[src/rtl/ram_fifo_ctrl_pkg.sv]
// Shared widths and types for the RAM-backed FWFT FIFO controller.
// The memory geometry here must match the ram_single_port array it drives.
package ram_fifo_ctrl_pkg;
  localparam int MEM_DATA_WIDTH = 8;
  localparam int MEM_ADDR_WIDTH = 6;
  localparam int MEM_DEPTH      = 1 << MEM_ADDR_WIDTH;

  localparam int DATA_WIDTH = MEM_DATA_WIDTH;
  localparam int ADDR_WIDTH = MEM_ADDR_WIDTH;

  typedef logic [DATA_WIDTH-1:0] word_t;
  typedef logic [ADDR_WIDTH-1:0] addr_t;
  typedef logic [ADDR_WIDTH:0]   ptr_t;
  typedef logic [ADDR_WIDTH+1:0] cnt_t;
endpackage

[src/rtl/ram_fifo_ctrl_if.sv]
// Producer/consumer handshakes plus the RAM-side port bundle of the FIFO controller.
// The slave modport is the controller's view; master is the surrounding system.
interface ram_fifo_ctrl_if;
  import ram_fifo_ctrl_pkg::*;

  word_t in_data;
  logic  in_valid;
  logic  in_ready;
  word_t out_data;
  logic  out_valid;
  logic  out_ready;
  cnt_t  count;
  word_t ram_data;
  addr_t ram_write_addr;
  logic  ram_we;
  addr_t ram_read_addr;
  word_t ram_q;

  modport slave (
    input  in_data, in_valid, out_ready, ram_q,
    output in_ready, out_data, out_valid, count,
           ram_data, ram_write_addr, ram_we, ram_read_addr
  );

  modport master (
    output in_data, in_valid, out_ready, ram_q,
    input  in_ready, out_data, out_valid, count,
           ram_data, ram_write_addr, ram_we, ram_read_addr
  );
endinterface

[src/rtl/ram_fifo_ctrl_out_buf.sv]
// Two-entry skid FIFO holding words returned by the RAM; head is presented combinationally.
module fifo_out_buf
  import ram_fifo_ctrl_pkg::*;
(
  input  logic       clk,
  input  logic       rst,
  input  logic       wr_en,
  input  word_t      wr_data,
  input  logic       rd_en,
  output word_t      rd_data,
  output logic [1:0] cnt
);
  word_t      mem_q [2];
  logic       wr_sel_q;
  logic       rd_sel_q;
  logic [1:0] cnt_q;

  always_ff @(posedge clk) begin
    if (rst) begin
      mem_q[0] <= '0;
      mem_q[1] <= '0;
      wr_sel_q <= 1'b0;
      rd_sel_q <= 1'b0;
      cnt_q    <= '0;
    end else begin
      if (wr_en) mem_q[wr_sel_q] <= wr_data;
      wr_sel_q <= wr_sel_q ^ wr_en;
      rd_sel_q <= rd_sel_q ^ rd_en;
      cnt_q    <= cnt_q + {1'b0, wr_en} - {1'b0, rd_en};
    end
  end

  assign rd_data = mem_q[rd_sel_q];
  assign cnt     = cnt_q;
endmodule

[src/rtl/ram_fifo_ctrl.sv]
// First-word-fall-through FIFO built on an external 64x8 single-port RAM with registered q.
// Reads are issued ahead so that the output buffer plus the in-flight word never exceeds two.
module ram_fifo_ctrl
  import ram_fifo_ctrl_pkg::*;
(
  input  logic            clk,
  input  logic            rst,
  ram_fifo_ctrl_if.slave  bus
);
  ptr_t       wr_ptr_q, wr_ptr_d;
  ptr_t       rd_ptr_q, rd_ptr_d;
  logic       inflight_q, inflight_d;
  ptr_t       ram_cnt;
  logic       full;
  logic       push;
  logic       pop;
  logic       issue;
  logic       out_valid;
  logic [1:0] buf_cnt;
  logic [2:0] occ;
  word_t      buf_data;

  assign ram_cnt   = wr_ptr_q - rd_ptr_q;
  assign full      = (ram_cnt == ptr_t'(MEM_DEPTH));
  assign push      = bus.in_valid & ~rst & ~full;
  assign out_valid = (buf_cnt != 2'd0);
  assign pop       = out_valid & bus.out_ready;

  // buf_cnt + inflight - pop < 2, rearranged to stay unsigned
  assign occ   = {1'b0, buf_cnt} + {2'b00, inflight_q};
  assign issue = (ram_cnt != '0) & (occ < (3'd2 + {2'b00, pop}));

  assign wr_ptr_d   = wr_ptr_q + ptr_t'(push);
  assign rd_ptr_d   = rd_ptr_q + ptr_t'(issue);
  assign inflight_d = issue;

  always_ff @(posedge clk) begin
    if (rst) begin
      wr_ptr_q   <= '0;
      rd_ptr_q   <= '0;
      inflight_q <= 1'b0;
    end else begin
      wr_ptr_q   <= wr_ptr_d;
      rd_ptr_q   <= rd_ptr_d;
      inflight_q <= inflight_d;
    end
  end

  fifo_out_buf u_out_buf (
    .clk     (clk),
    .rst     (rst),
    .wr_en   (inflight_q),
    .wr_data (bus.ram_q),
    .rd_en   (pop),
    .rd_data (buf_data),
    .cnt     (buf_cnt)
  );

  assign bus.in_ready       = ~rst & ~full;
  assign bus.ram_we         = push;
  assign bus.ram_write_addr = wr_ptr_q[ADDR_WIDTH-1:0];
  assign bus.ram_data       = bus.in_data;
  assign bus.ram_read_addr  = rd_ptr_q[ADDR_WIDTH-1:0];
  assign bus.out_valid      = out_valid;
  assign bus.out_data       = buf_data;
  assign bus.count          = cnt_t'(ram_cnt) + cnt_t'(inflight_q) + cnt_t'(buf_cnt);
endmodule

[src/flat_wrapper.sv]
// flat-port wrapper written by rule: the top's interface ports become plain ports
module ram_fifo_ctrl_flat import ram_fifo_ctrl_pkg::*;
  (clk, rst, bus_in_data, bus_in_valid, bus_out_ready, bus_ram_q, bus_in_ready, bus_out_data, bus_out_valid, bus_count, bus_ram_data, bus_ram_write_addr, bus_ram_we, bus_ram_read_addr);
  ram_fifo_ctrl_if bus_i ();
  input  logic clk;
  input  logic rst;
  input wire logic [$bits(bus_i.in_data)-1:0] bus_in_data;
  input wire logic [$bits(bus_i.in_valid)-1:0] bus_in_valid;
  input wire logic [$bits(bus_i.out_ready)-1:0] bus_out_ready;
  input wire logic [$bits(bus_i.ram_q)-1:0] bus_ram_q;
  output wire logic [$bits(bus_i.in_ready)-1:0] bus_in_ready;
  output wire logic [$bits(bus_i.out_data)-1:0] bus_out_data;
  output wire logic [$bits(bus_i.out_valid)-1:0] bus_out_valid;
  output wire logic [$bits(bus_i.count)-1:0] bus_count;
  output wire logic [$bits(bus_i.ram_data)-1:0] bus_ram_data;
  output wire logic [$bits(bus_i.ram_write_addr)-1:0] bus_ram_write_addr;
  output wire logic [$bits(bus_i.ram_we)-1:0] bus_ram_we;
  output wire logic [$bits(bus_i.ram_read_addr)-1:0] bus_ram_read_addr;
  assign bus_i.in_data = bus_in_data;
  assign bus_i.in_valid = bus_in_valid;
  assign bus_i.out_ready = bus_out_ready;
  assign bus_i.ram_q = bus_ram_q;
  assign bus_in_ready = bus_i.in_ready;
  assign bus_out_data = bus_i.out_data;
  assign bus_out_valid = bus_i.out_valid;
  assign bus_count = bus_i.count;
  assign bus_ram_data = bus_i.ram_data;
  assign bus_ram_write_addr = bus_i.ram_write_addr;
  assign bus_ram_we = bus_i.ram_we;
  assign bus_ram_read_addr = bus_i.ram_read_addr;
  ram_fifo_ctrl u_core (.clk(clk), .rst(rst), .bus(bus_i));
endmodule
[config.mk]
export PLATFORM = sky130hd
export DESIGN_NAME = ram_fifo_ctrl_flat
export DESIGN_NICKNAME = d
export VERILOG_FILES = /design/src/rtl/ram_fifo_ctrl_pkg.sv /design/src/rtl/ram_fifo_ctrl_if.sv /design/src/rtl/ram_fifo_ctrl_out_buf.sv /design/src/rtl/ram_fifo_ctrl.sv /design/src/flat_wrapper.sv
export SDC_FILE = /design/constraint.sdc
export NUM_CORES = 1
export LEC_CHECK = 0
export ABC_CLOCK_PERIOD_IN_PS = 3100
export BUFFER_PORTS_ARGS = -buffer_cell sky130_fd_sc_hd__clkbuf_2
export CAP_MARGIN = 30
export CORE_ASPECT_RATIO = 1.4
export CORE_MARGIN = 5
export CORE_UTILIZATION = 35
export CTS_BUF_LIST = sky130_fd_sc_hd__clkbuf_8
export DETAILED_ROUTE_END_ITERATION = 12
export GPL_TIMING_DRIVEN = 0
export PLACE_DENSITY = 0.68
export RECOVER_POWER = 100
export REMOVE_ABC_BUFFERS = 1
export SYNTH_ARGS = -nofsm -noshare
export SYNTH_HDL_FRONTEND = slang
export SYNTH_SLANG_ARGS = --single-unit
[constraint.sdc]
create_clock -name clk -period 3.1 [get_ports clk]
set_input_delay 0 -clock clk [delete_from_list [all_inputs] [get_ports clk]]
set_output_delay 0 -clock clk [all_outputs]
set_load 0.1 [all_outputs]
==> impl_metrics.toml <==
[clock_network]
h-tree-depth = 2
clk_pin_slew_ps = 70
cts_tree = "yes"
clk_path_buf_depth = 2
clk_latency_ps = 290
cts_buffers = 5
cts_root_buffer = "clkbuf_8"
cts_sinks = 35

[yosys]
syn_area_um2 = 2140
synth-edff-count = 16
synth_area_leaders = "edfxtp_1, dfxtp_1, ha_1"
yosysWarningCount = 0
async_flop_share_pct = 0
synth_ff_type = "dfxtp_1"
synth_most_common_cell = "nor2_1"
synth_seq_cells = 35
synth_commonest_cells = "nor2_1, buf_4, dfxtp_1, inv_1"
ys_seq_area_share_pct = 40.2
avgSynthCellArea_um2 = 10.2
synth_top_cell_by_area = "edfxtp_1"
netlist_instances = 211
ys_types = 34
yosysTopAreaCellShare_pct = 22.4

[worst_setup_path]
r2r_slack_ps = 160
slowest_delay_ps = 580
cp_top_family = "adder cells"
slowest_stage = "fa_2"
critPathKind = "register to primary output"
path_max_fanout = 2
crit_required_ps = 3100
end_kind = "primary output"
start_kind = "register"
cp_num_buf_inv = 4
path_cells = "inv_1, ha_1, inv_1, fa_2, inv_1, fa_1, nor2_1, nand4_1, xnor2_1, clkbuf_2"
cpMostUsedCell = "inv_1"
arrival_ps = 2990

[timing]
finalWorstSetupSlack_ps = 108
worst_pin_slew_ps = 1210
fmax_mhz = 334
setup-violations-final = 0
fin_hold_ws_ps = 0.694
slew_headroom_pct = 19.5
drv_slew = 0
finalCritPeriodShare_pct = 96.5
hold_violations = 0
skew_ps = 4.63
min_period_ps = 2990

[global_route]
grt-ovfl-total = 0
grt_use_total_pct = 10.4
antenna_found_initial = 0
grt_max_degree = 26
grt_pass1_wl_um = 6560
grt_pass1_vias = 1483

[final_layout]
instances_no_fill = 318
fillers = 577
layout.nets = 285
diodes = 0
layout-drive-gt1-share_pct = 27.0
final_core_util_pct = 43.0
syn2layout_area_growth_pct = 18.6

[outcome]
outcome = "completed"

[routing]
antenna_left = 0
first_pass_iters = 4
drt_drc_violations_left = 0
post_drt_wl_per_cell_um = 13.4
route.vias.total = 1515
wirelength_um = 4280
via_per_inst = 4.76
drtIter0Drc = 29

[run]
drv_cap = 0

[placed_design]
hpwl_um = 3100
globalplace.congestion = 0.804
place_inst = 300
post-place-ws_ps = -40.9
port-buffer-count = 42

[die]
dieHeight_um = 103
die_area_um2 = 7810
die_width_um = 76.1
coreArea_um2 = 5900
initial_core_util_pct = 36.3
placementRows = 33
io_pins = 59

[worst_hold_path]
hold_path.class = "input port to primary output"
==> per-stage QoR <==
stage	area [µm²]	setup TNS [ps]
2_1_floorplan	1980	-21410
3_3_place_gp	2280	-39.2
3_5_place_dp	2280	-40.9
4_1_cts	2470	0
5_1_grt	2540	-16.6
6_report	2540	0
==> routing by layer <==
layer / part of all wire (%) / vias to the layer above / wire length (µm) / track usage, %
li1: - / 746 / - / -
met1: 40 / 710 / 1730 / 10.8
met2: 52 / 52 / 2220 / 19.5
met3: 5.9 / 7 / 251 / 3.50
met4: 1.8 / 0 / 79 / 4.04
met5: 0 / - / 0 / 0
==> sequential cells by signal (all words and copies together), names as in the netlist <==
signal / cells
u_core.inflight_q: 1
u_core.rd_ptr_q: 7
u_core.u_out_buf.cnt: 2
u_core.u_out_buf.mem_q: 16
u_core.u_out_buf.rd_sel_q: 1
u_core.u_out_buf.wr_sel_q: 1
u_core.wr_ptr_q: 7
==> worst register-to-register path: stages, from the launching register on <==
cell and delay [ps]:
dfxtp_1 320, inv_1 50, ha_1 150, inv_1 70, fa_2 420, a211oi_4 240
nor2_2 70, xnor2_2 170, nor4_4 350, a21oi_2 120, ha_2 210, ha_2 180
and3_4 180, nand3_1 100, xor2_1 160, nor2_1 50
==> cell type report <==
| type | count | area, µm² | share of cell area (%) |
|---|---|---|---|
| multi-input combinational | 136 | 1140 | 44.9 |
| sequential | 35 | 865 | 34.0 |
| timing repair buffer | 52 | 273 | 10.7 |
| tap | 70 | 87.6 | 3.45 |
| clock buffer | 5 | 68.8 | 2.71 |
| inverter | 17 | 63.8 | 2.51 |
| clock inverter | 3 | 43.8 | 1.72 |
==> cells in the final DEF (no fill, tap or decap), types with 7 or more instances in the layout <==
cell type | Yosys | final
ha_1 | 15 | 9
inv_1 | 17 | 17
xor2_1 | 7 | 7
clkbuf_2 | 0 | 20
xnor2_1 | 15 | 13
edfxtp_1 | 16 | 16
mux2_2 | 8 | 8
nor2_1 | 22 | 21
dfxtp_1 | 19 | 16
and2_0 | 0 | 10
clkbuf_1 | 3 | 22
==> worst paths after layout <==
path                                                start                        end  cells after the start
worst max-delay path                   u_core.wr_ptr_q[0]               bus_count[6]                     10
worst min-delay path                       bus_in_data[0]            bus_ram_data[0]                      0
worst max register to register         u_core.wr_ptr_q[0]         u_core.wr_ptr_q[6]                     15
worst min register to register  u_core.u_out_buf.wr_sel_q  u_core.u_out_buf.wr_sel_q                      2
==> timing repair <==
| action | CTS | global route |
|---|---|---|
| buffers inserted | 0 | 4 |
| pin swaps | 1 | 9 |
| resized for setup | 3 | 20 |
| endpoints found under the setup margin | 1 | 7 |
| hold buffers | 6 | 0 |
| endpoints found under the hold margin | 6 | 0 |
==> logic make-up after synthesis <==
logic type / Yosys count / share of synthesized area (%)
AO/OA/AOI/OAI: 16 / 5.08
XOR/XNOR: 24 / 10.5
adder cells (fa/ha/maj): 18 / 11.6
buffers and inverters: 40 / 10.5
flip-flops: 35 / 40.2
multiplexers: 8 / 4.21
AND/OR/NAND/NOR: 70 / 17.9
Power is left out: the tool's default activity adds up to more than one toggle a clock period on the data nets, which glitch-free logic cannot reach.
